===== src/rtl/resync_pacer.sv =====
// resync_pacer: buffers a valid/ready word stream and emits single-cycle wr_pulse/wr_data
// strobes spaced at least MIN_GAP clk cycles apart. Optional macro: RESYNC_PACER_COALESCE_EN.
module resync_pacer #(
  parameter int unsigned DATA_SIZE  = 32,
  parameter int unsigned MIN_GAP    = 8,
  parameter int unsigned FIFO_DEPTH = 4
) (
  input  logic                          clk,
  input  logic                          rst_n,
  input  logic                          in_valid,
  output logic                          in_ready,
  input  logic [DATA_SIZE-1:0]          in_data,
  output logic                          wr_pulse,
  output logic [DATA_SIZE-1:0]          wr_data,
  output logic [$clog2(FIFO_DEPTH):0]   fifo_count,
  output logic [15:0]                   coalesce_cnt
);

  localparam int unsigned AW = $clog2(FIFO_DEPTH);
  localparam int unsigned CW = AW + 1;
  localparam int unsigned GW = (MIN_GAP > 1) ? $clog2(MIN_GAP) : 1;
  localparam logic [GW-1:0] GAP_RELOAD = GW'(MIN_GAP - 1);
  localparam logic [CW-1:0] DEPTH_C    = CW'(FIFO_DEPTH);

  logic [DATA_SIZE-1:0] mem_q [FIFO_DEPTH];
  logic [AW-1:0]        rd_ptr_q, rd_ptr_d;
  logic [AW-1:0]        wr_ptr_q, wr_ptr_d;
  logic [CW-1:0]        count_q, count_d;
  logic [GW-1:0]        gap_q, gap_d;
  logic                 wr_pulse_q, wr_pulse_d;
  logic [DATA_SIZE-1:0] wr_data_q, wr_data_d;
  logic [AW-1:0]        wr_addr;
  logic                 full, emit, accept, push, ovw;

  assign full   = (count_q == DEPTH_C);
  assign emit   = (count_q != '0) && (gap_q == '0);
  assign accept = in_valid && in_ready;
  assign push   = accept && !ovw;

`ifdef RESYNC_PACER_COALESCE_EN
  logic [15:0] coal_q, coal_d;

  assign in_ready = 1'b1;
  // A simultaneous pop frees a slot, so only a full FIFO without an emit overwrites.
  assign ovw      = accept && full && !emit;
  assign coalesce_cnt = coal_q;

  always_comb begin
    coal_d = coal_q;
    if (ovw && (coal_q != '1)) begin
      coal_d = coal_q + 16'd1;
    end
  end

  always_ff @(posedge clk) begin
    if (!rst_n) begin
      coal_q <= '0;
    end else begin
      coal_q <= coal_d;
    end
  end
`else
  assign in_ready     = !rst_n || !full;
  assign ovw          = 1'b0;
  assign coalesce_cnt = '0;
`endif

  always_comb begin
    rd_ptr_d   = rd_ptr_q;
    wr_ptr_d   = wr_ptr_q;
    gap_d      = gap_q;
    wr_pulse_d = 1'b0;
    wr_data_d  = wr_data_q;
    wr_addr    = ovw ? (wr_ptr_q - AW'(1)) : wr_ptr_q;

    if (emit) begin
      wr_pulse_d = 1'b1;
      wr_data_d  = mem_q[rd_ptr_q];
      rd_ptr_d   = rd_ptr_q + AW'(1);
      gap_d      = GAP_RELOAD;
    end else if (gap_q != '0) begin
      gap_d = gap_q - GW'(1);
    end

    if (push) begin
      wr_ptr_d = wr_ptr_q + AW'(1);
    end

    count_d = count_q + CW'(push) - CW'(emit);
  end

  always_ff @(posedge clk) begin
    if (!rst_n) begin
      rd_ptr_q   <= '0;
      wr_ptr_q   <= '0;
      count_q    <= '0;
      gap_q      <= '0;
      wr_pulse_q <= 1'b0;
      wr_data_q  <= '0;
    end else begin
      rd_ptr_q   <= rd_ptr_d;
      wr_ptr_q   <= wr_ptr_d;
      count_q    <= count_d;
      gap_q      <= gap_d;
      wr_pulse_q <= wr_pulse_d;
      wr_data_q  <= wr_data_d;
    end
  end

  // Storage is not reset; occupancy alone defines which entries are live.
  always_ff @(posedge clk) begin
    if (rst_n && (push || ovw)) begin
      mem_q[wr_addr] <= in_data;
    end
  end

  assign wr_pulse   = wr_pulse_q;
  assign wr_data    = wr_data_q;
  assign fifo_count = count_q;

endmodule


===== config.mk =====
export PLATFORM = sky130hd
export DESIGN_NAME = resync_pacer
export DESIGN_NICKNAME = d
export VERILOG_FILES = /design/src/rtl/resync_pacer.sv
export SDC_FILE = /design/constraint.sdc
export NUM_CORES = 1
export LEC_CHECK = 0
export CAP_MARGIN = 20
export CORE_ASPECT_RATIO = 1.2
export CORE_MARGIN = 4
export CORE_UTILIZATION = 45
export CTS_BUF_LIST = sky130_fd_sc_hd__clkbuf_8
export CTS_CLUSTER_SIZE = 40
export DETAILED_ROUTE_END_ITERATION = 7
export HOLD_SLACK_MARGIN = 0.03
export PLACE_DENSITY = 0.73
export SETUP_SLACK_MARGIN = 0.1
export SLEW_MARGIN = 20
export SYNTH_ARGS = -nofsm -noshare
export SYNTH_HDL_FRONTEND = slang
export SYNTH_SLANG_ARGS = --single-unit

===== constraint.sdc =====
create_clock -name clk -period 2.9 [get_ports clk]
set_clock_uncertainty 0.1 [all_clocks]
set_input_delay 0.87 -clock clk [delete_from_list [all_inputs] [get_ports clk]]
set_output_delay 0.87 -clock clk [all_outputs]
set_load 0.005 [all_outputs]

==> impl_metrics.ini, run 1 <==
[critical_path]
r2r_slack_ns = 0.45
r2r_start = fifo_count[1]
start_kind = primary input
cp_max_fo = 4
worst-setup-path-type = in -> out
r2r-end = fifo_count[2]
required_ns = 1.93
cp-startpoint = rst_n
ff2ff_path_depth = 10
endpoint = in_ready
end_kind = output port
arrival_ns = 1.77

[clocking]
clkTransAtPathRegs_ns = 0.08
cts.path.max_buffers = 2
ctsResizeCount = 1
cts_htree_levels = 4
numCtsBuffers = 17
cts_tree = built
postCtsSetupRepairBufs = 0
hold_buffers = 0
cts_root_buf = clkbuf_8
cts.sinks = 171
worstSkewPairLatency_ns = 0.44

[global_routing]
grt_max_degree = 35
grt_pass1_wl_um = 18100
grt.overflow.total = 0
grt_use_total_pct = 15.0
antenna_found_initial = 1
grt_pass1_vias = 3501

[cells_and_area]
mostFrequentLayoutCell = edfxtp_1
syn_to_final_growth_pct = 21.9
diodes = 0
layout-drive-gt1-share_pct = 20.5
nets = 461
final_area_um2 = 7780
fin_util_pct = 56.1
final_cell_mix = 128 x edfxtp_1, 70 x clkdlybuf4s50_1, 41 x dfxtp_1, 32 x a22o_1, 27 x mux4_2
n_fill_cell = 1090
finalNonFillerCells = 601

[floorplanning]
io_pins = 88
die_h_um = 139
start_util_pct = 46.0
core-area_um2 = 13900
die_x_um = 117
rows = 47
dieArea_um2 = 16200

[placed_design]
globalplace.congestion = 0.738
placed_area_um2 = 7390
dpl.hpwl_um = 7390
dpl.cell_count = 569
io_buffer_count = 71

[drt]
met3_length_um = 532
wl_per_cell_um = 19.2
wl_met2_um = 6400
antenna_left = 0
drt_iter0_drc = 168
drc = 0
wl_met1_um = 4430
highest_layer = met5
routed_via_density = 5.28
drt_first_pass_iters = 4
drt_wl_total_um = 11600
num_vias = 3174

[min_path]
min_path_type = reg -> reg

[timing]
hold_viol_final = 0
rsz0062_at_grt = false
fin_crit_ns = 2.74
fmax_ghz = 0.365
finalSetupViolations = 0
hold_slack_ns = 0.384
maxSlewHeadroom_pct = 39.9
finalMaxSlewViolations = 0
worstMarginPinSlew_ns = 0.901
fin_crit_sh_pct = 94.5

[logic_synthesis]
ys_ff_latch = 171
synth_top_area_cell = edfxtp_1
synth_top_cell_area_share_pct = 60.2
synthCells = 326
synthTopCellsByArea = edfxtp_1 60%, dfxtp_1 13%, mux4_2 9.5%, a22o_1 4.4%, mux4_1 2.1%
avgSynthCellArea_um2 = 19.6
yosysWarnings = 0
synth_cell_types = 35
synth_top_flop_cell = edfxtp_1
synth_edf_count = 128
ys_seq_area_share_pct = 73.7
synth.cell_area_um2 = 6390
ys_async_sr_fraction_pct = 0

[power]
p_leak_uw = 0.00265
power_density_nw_per_um2 = 825
ir_drop_mv = 0.456

[outcome]
outcome = complete, no violations

[flow_run]
drv_cap = 0
## synthesized netlist by cell type (all sizes together), types with 2 or more instances
cell,count
edfxtp,128
dfxtp,43
a22o,32
mux4,32
buf,29
inv,10
ha,8
and2,6
nor3,5
nand2,4
nor2,4
a211oi,3
clkbuf,3
a21oi,2
mux2i,2
or3,2
xor2,2
## routing by layer
layer  vias up  track usage, %
met1      1616            17.4
met3        15            4.15
li1       1451               -
met5         -               0
met4         2            5.62
met2        90            26.2
## cell families after synthesis
family / count (synthesis) / synth area share [%]
AND/OR/NAND/NOR: 25 / 2.53
flip-flops: 171 / 73.7
other: 1 / 0.0587
XOR/XNOR: 2 / 0.274
multiplexers: 34 / 11.9
AO/OA/AOI/OAI: 42 / 5.48
adder cells (fa/ha/maj): 9 / 1.88
buffers and inverters: 42 / 4.23
## report_power, final
group | internal, µW | leakage, µW | total [µW] | switching (µW)
Combinational | 933 | 0.000935 | 1620 | 686
Sequential | 2930 | 0.00151 | 3130 | 207
Clock | 785 | 0.000205 | 1670 | 882
## worst max-delay path, cell delays in order
cell             delay, ns
clkdlybuf4s50_1       0.52
nand3_1               0.09
dlygate4sd2_1         0.29
## area by class of cell
type	count	area, µm²	share of cell area (%)
clock buffers	17	234	3.01
clock inverters	15	165	2.12
inverters	10	40.0	0.514
multi-input cells	128	1480	19.0
flip-flops and latches	171	4710	60.5
well taps	171	214	2.75
repair buffers	89	945	12.1
## stage by stage
step	setup slack [ns]	setup TNS [ns]	total power, µW
finish	0.160	0	6420
global placement	-0.151	-0.170	4780
CTS	0.147	0	6510
detailed placement	-0.231	-0.263	4850
floorplan	0.112	0	4180
global route	0.103	0	6750
## worst min-delay path by stage
stage / depth (start not counted) / to / startpoint / slack [ns]
5_1_grt: 1 / wr_data[2] / wr_data[2] / 0.41
2_1_floorplan: 1 / gap_q[0] / gap_q[0] / 0.34
6_report: 1 / wr_data[12] / wr_data[12] / 0.38
3_5_place_dp: 1 / wr_data[24] / wr_data[24] / 0.36
3_3_place_gp: 1 / gap_q[0] / gap_q[0] / 0.35
4_1_cts: 1 / wr_data[14] / wr_data[14] / 0.39
## registers in the layout, indices dropped and copies added (netlist names)
| signal | flops |
|---|---|
| fifo_count | 3 |
| gap_q | 3 |
| mem_q | 128 |
| rd_ptr_q | 2 |
| wr_addr | 2 |
| wr_data | 32 |
| wr_pulse | 1 |
(Power assumes the default switching activity.)
==> run 2, diff against run 1 <==
--- a/config.mk
+++ b/config.mk
@@ -8,12 +8,12 @@
 export CAP_MARGIN = 20
 export CORE_ASPECT_RATIO = 1.2
 export CORE_MARGIN = 4
-export CORE_UTILIZATION = 45
+export CORE_UTILIZATION = 51
 export CTS_BUF_LIST = sky130_fd_sc_hd__clkbuf_8
 export CTS_CLUSTER_SIZE = 40
 export DETAILED_ROUTE_END_ITERATION = 7
 export HOLD_SLACK_MARGIN = 0.03
-export PLACE_DENSITY = 0.73
+export PLACE_DENSITY = 0.81
 export SETUP_SLACK_MARGIN = 0.1
 export SLEW_MARGIN = 20
 export SYNTH_ARGS = -nofsm -noshare
==> run 2 against run 1 <==
Compared with the run above: maximum frequency is 3.1% higher; die area is 11% lower; hold slack worse by 0.0086 ns; critical path type is now in -> reg.
==> impl_metrics.ini, run 2 (same netlist as run 1, synthesis figures left out) <==
[outcome]
outcome = complete, no violations

[floorplanning]
die_x_um = 110
start_util_pct = 52.5
dieArea_um2 = 14400
die_h_um = 131
rows = 44
io_pins = 88
core-area_um2 = 12200

[global_routing]
grt-busiest-layer = met2
grt_max_degree = 35
met1_usage_pct = 19.6
grt_pass1_wl_um = 17100
grt_pass1_vias = 3260
antenna_found_initial = 0
grt.overflow.total = 0
use_met2_pct = 28.3
grt_use_total_pct = 16.5
use_met3_pct = 4.82

[critical_path]
endpoint = fifo_count[2]
end_kind = flop
arrival_ns = 2.92
r2r_slack_ns = 0.45
r2r_start = fifo_count[1]
worst-setup-path-type = in -> reg
required_ns = 3.16
r2r-end = fifo_count[2]
cp_max_fo = 2
cp-startpoint = in_valid
ff2ff_path_depth = 11
start_kind = primary input

[timing]
hold_viol_final = 0
worstMarginPinSlew_ns = 0.885
finalSetupViolations = 0
finalMaxSlewViolations = 0
fmax_ghz = 0.376
worst_slack_ns = 0.242
rsz0062_at_grt = false
maxSlewHeadroom_pct = 41.0
hold_slack_ns = 0.375
fin_crit_ns = 2.66
fin_crit_sh_pct = 91.7

[clocking]
numCtsBuffers = 17
postCtsSetupRepairBufs = 0
cts_htree_levels = 4
clkTransAtPathRegs_ns = 0.08
hold_buffers = 0
cts.sinks = 171
cts_tree = built
cts.path.max_buffers = 2
worstSkewPairLatency_ns = 0.43
cts_root_buf = clkbuf_8

[cells_and_area]
regMostFlops = mem_q
final_cell_mix = 128 x edfxtp_1, 69 x clkdlybuf4s50_1, 41 x dfxtp_1, 32 x a22o_1, 27 x mux4_2
mostFrequentLayoutCell = edfxtp_1
diodes = 0
n_fill_cell = 864
layout-drive-gt1-share_pct = 19.5
regArea_um2 = 4710
multi_input_area_um2 = 1480
syn_to_final_growth_pct = 21.5
nets = 457
largest_register_ffs = 128
fin_util_pct = 63.8

[drt]
wl_per_cell_um = 18.4
num_vias = 3129
drt_first_pass_iters = 4
drc = 0
antenna_left = 0
drt_iter0_drc = 159
routed_via_density = 5.33
drt_wl_total_um = 10800

[placed_design]
dpl.hpwl_um = 6960
preCtsSetupSlack_ns = -0.212
globalplace.congestion = 0.736
io_buffer_count = 71

[power]
power_density_nw_per_um2 = 832
p_leak_uw = 0.00266
ir_drop_mv = 0.547

[flow_run]
drv_cap = 0

[min_path]
min_path_type = reg -> reg
[run 2: cell types whose count changed in the layout (fill, tap and decap cells not counted), sizes merged]
cell           delta
buf               -4
inv               -4
bufinv            +2
clkinv            +2
clkbuf            +1
clkdlybuf4s50     -1
clkinvlp          -1
dlymetal6s2s      +1
[run 2: how the worst min path moves through the flow]
stage | start | to | slack [ns] | cells past startpoint
2_1_floorplan | gap_q[0] | gap_q[0] | 0.34 | 1
3_3_place_gp | gap_q[0] | gap_q[0] | 0.35 | 1
3_5_place_dp | wr_data[11] | wr_data[11] | 0.36 | 1
4_1_cts | gap_q[0] | gap_q[0] | 0.38 | 1
5_1_grt | wr_data[10] | wr_data[10] | 0.40 | 1
6_report | gap_q[0] | gap_q[0] | 0.38 | 1
[run 2: critical path, cell delays in order]
cell,delay (ns)
clkdlybuf4s50_1,0.45
inv_1,0.05
a31oi_2,0.15
inv_1,0.07
ha_1,0.27
inv_1,0.06
ha_1,0.12
inv_1,0.05
fa_1,0.37
xor2_1,0.16
and2_1,0.17
nor3_1,0.11
[run 2: power breakdown]
group,switching (µW),internal [µW]
registers,271,2930
logic,604,914
clock network,785,953
[run 2: per-layer routing]
layer	part of all wire (%)	vias to the layer above
met5	0	-
li1	-	1440
met4	1.5	0
met2	54	100
met3	6.3	14
met1	38	1575
[run 2: stage by stage]
| step | setup TNS (ns) | instances | power (µW) | instance area, µm² |
|---|---|---|---|---|
| after floorplan | 0 | 341 | 4180 | 6450 |
| after global placement | -0.164 | 555 | 4750 | 7330 |
| after detailed placement | -0.233 | 555 | 4800 | 7330 |
| after CTS | 0 | 587 | 6540 | 7760 |
| after global routing | 0 | 587 | 6800 | 7760 |
| final | 0 | 587 | 6450 | 7760 |
[run 2: area by class of cell]
type,count,share of cell area (%)
inverter,10,0.516
clock buffer,18,3.19
clock inverter,14,2.32
sequential,171,60.6
tap,161,2.60
timing repair buffer,85,11.7
multi-input combinational,128,19.1
[run 2: repair_timing]
action	in CTS	in global routing
pin swaps	0	0
endpoints found under the hold margin	0	0
setup endpoints to repair	1	1
gates resized for setup	1	1
==> run 3, diff against run 2 <==
--- a/config.mk
+++ b/config.mk
@@ -5,16 +5,16 @@
 export SDC_FILE = /design/constraint.sdc
 export NUM_CORES = 1
 export LEC_CHECK = 0
-export CAP_MARGIN = 20
+export CAP_MARGIN = 15
 export CORE_ASPECT_RATIO = 1.2
 export CORE_MARGIN = 4
 export CORE_UTILIZATION = 51
-export CTS_BUF_LIST = sky130_fd_sc_hd__clkbuf_8
+export CTS_BUF_LIST = sky130_fd_sc_hd__clkbuf_4
 export CTS_CLUSTER_SIZE = 40
 export DETAILED_ROUTE_END_ITERATION = 7
 export HOLD_SLACK_MARGIN = 0.03
 export PLACE_DENSITY = 0.81
-export SETUP_SLACK_MARGIN = 0.1
+export SETUP_SLACK_MARGIN = 0.3
 export SLEW_MARGIN = 20
 export SYNTH_ARGS = -nofsm -noshare
 export SYNTH_HDL_FRONTEND = slang
==> run 3 against run 2 <==
Compared with the run above: largest cell class unchanged; total power is 5.4% lower; utilization shrank 1.0 points; clock-buffer cell count did not move; routed wire length increased by 1.7%; clock power is 21% lower; hold slack better by 0.019 ns; sequential cell count unchanged; final area fell by 1.6%; sequential share of layout area up 1.0 points; critical endpoint unchanged.
==> impl_metrics.ini, run 3 (same netlist as run 1, synthesis figures left out) <==
[outcome]
outcome = complete, no violations

[floorplanning]
die_h_um = 131
dieArea_um2 = 14400
die_x_um = 110
io_pins = 88
start_util_pct = 52.5
core-area_um2 = 12200
rows = 44

[clocking]
cts_tree = built
cts.sinks = 171
worstSkewPairLatency_ns = 0.52
clkTransAtPathRegs_ns = 0.13
hold_buffers = 0
cts_root_buf = clkbuf_4
cts_htree_levels = 4
numCtsBuffers = 17
cts.path.max_buffers = 2

[critical_path]
worstPathCellList = clkdlybuf4s50_1 -> inv_1 -> a31oi_2 -> inv_1 -> ha_1 -> inv_1 -> ha_1 -> inv_1 -> fa_1 -> xor2_1 -> and2_1 -> nor3_2
crit_family = adder cells
cp_max_fo = 2
r2r_slack_ns = 0.52
r2r_start = gap_q[0]
worst-setup-path-type = in -> reg
r2r-end = fifo_count[2]
crit_top_cell = inv_1
slowest_stage = clkdlybuf4s50_1
end_kind = flop
slowest_delay_ns = 0.45
required_ns = 3.26
crit_buf_inv = 5
start_kind = primary input
arrival_ns = 2.88
ff2ff_path_depth = 12

[cells_and_area]
n_fill_cell = 869
final_area_um2 = 7640
fin_util_pct = 62.8
syn_to_final_growth_pct = 19.6
largest_register_ffs = 128
nets = 461
layout-drive-gt1-share_pct = 22.1
mostFrequentLayoutCell = edfxtp_1
finalNonFillerCells = 591
regMostFlops = mem_q
diodes = 0
final_cell_mix = 128 x edfxtp_1, 69 x clkdlybuf4s50_1, 38 x dfxtp_1, 32 x a22o_1, 27 x mux4_2

[timing]
fmax_ghz = 0.396
finalSetupViolations = 0
maxSlewHeadroom_pct = 39.9
fin_crit_sh_pct = 87.1
hold_slack_ns = 0.394
worstMarginPinSlew_ns = 0.902
finalMaxSlewViolations = 0
hold_viol_final = 0
rsz0062_at_grt = false
fin_crit_ns = 2.52

[global_routing]
antenna_found_initial = 0
grt_pass1_wl_um = 17300
grt.overflow.total = 0
grt_use_total_pct = 16.3
grt_max_degree = 35
grt_pass1_vias = 3312

[min_path]
hold_end = wr_data[12]
min_path_type = reg -> reg
hp-start = wr_data[12]
holdPathStages = 1

[drt]
wl_per_cell_um = 18.6
num_vias = 3199
drt_iter0_drc = 142
drt_first_pass_iters = 4
routed_via_density = 5.41
drt_wl_total_um = 11000
antenna_left = 0
drc = 0

[flow_run]
drv_cap = 0

[placed_design]
dpl.cell_count = 558
globalplace.congestion = 0.737
io_buffer_count = 71
dpl.hpwl_um = 7330
placed_area_um2 = 7320

[power]
p_leak_uw = 0.00261
ir_drop_mv = 0.552
power_density_nw_per_um2 = 799
==> run 3: cell type report <==
type / instances / area, µm² / share of cell area, %
Clock inverter: 14 / 170 / 2.23
Multi-Input combinational cell: 128 / 1490 / 19.5
Sequential cell: 171 / 4710 / 61.7
Tap cell: 161 / 201 / 2.64
Clock buffer: 18 / 135 / 1.77
Timing Repair Buffer: 89 / 893 / 11.7
Inverter: 10 / 40.0 / 0.524
==> run 3: worst max path at each step <==
stage / start / endpoint / slack, ns / cells after the start
2_1_floorplan: rst_n / fifo_count[2] / 0.15 / 11
3_3_place_gp: rst_n / fifo_count[2] / -0.16 / 11
3_5_place_dp: rst_n / fifo_count[2] / -0.21 / 11
4_1_cts: fifo_count[1] / fifo_count[1] / 0.36 / 1
5_1_grt: in_valid / fifo_count[2] / 0.29 / 12
6_report: in_valid / fifo_count[2] / 0.38 / 12
==> run 3: timing repair <==
item / CTS / global route
setup endpoints to repair: 3 / 1
resized for setup: 6 / 1
buffers inserted: 0 / 1
==> run 3: power breakdown <==
part	leakage (µW)	total (µW)	internal, µW	switching, µW
Sequential	0.00151	3200	2930	267
Combinational	0.000924	1530	908	621
Clock	0.000167	1380	612	766
Total	0.00261	6100	4450	1650
==> run 3: routing by layer <==
layer  share of wire (%)  vias to the layer above  wire length (µm)  global-route usage, %
li1                    -                     1461                 -                      -
met2                  53                       88              5800                   27.8
met4                 1.3                        0               148                   4.71
met5                   0                        -                 0                      0
met3                 5.7                       16               627                   5.26
met1                  40                     1634              4430                   20.1
==> run 3: metrics by stage <==
step	total power, µW	setup TNS, ns	setup slack (ns)
CTS	6180	0	0.361
floorplan	4180	0	0.155
finish	6100	0	0.375
detailed placement	4800	-0.241	-0.211
global route	6450	0	0.287
global placement	4720	-0.181	-0.159
==> run 3: worst register-to-register path, delay by kind of cell (launching register included) <==
kind / cells / cell delay, ns
buffers and inverters: 3 / 0.17
and+or+nand+nor: 4 / 0.48
DFF: 1 / 0.39
xor gates and xnor gates: 1 / 0.16
adders and majority gates: 4 / 1.02
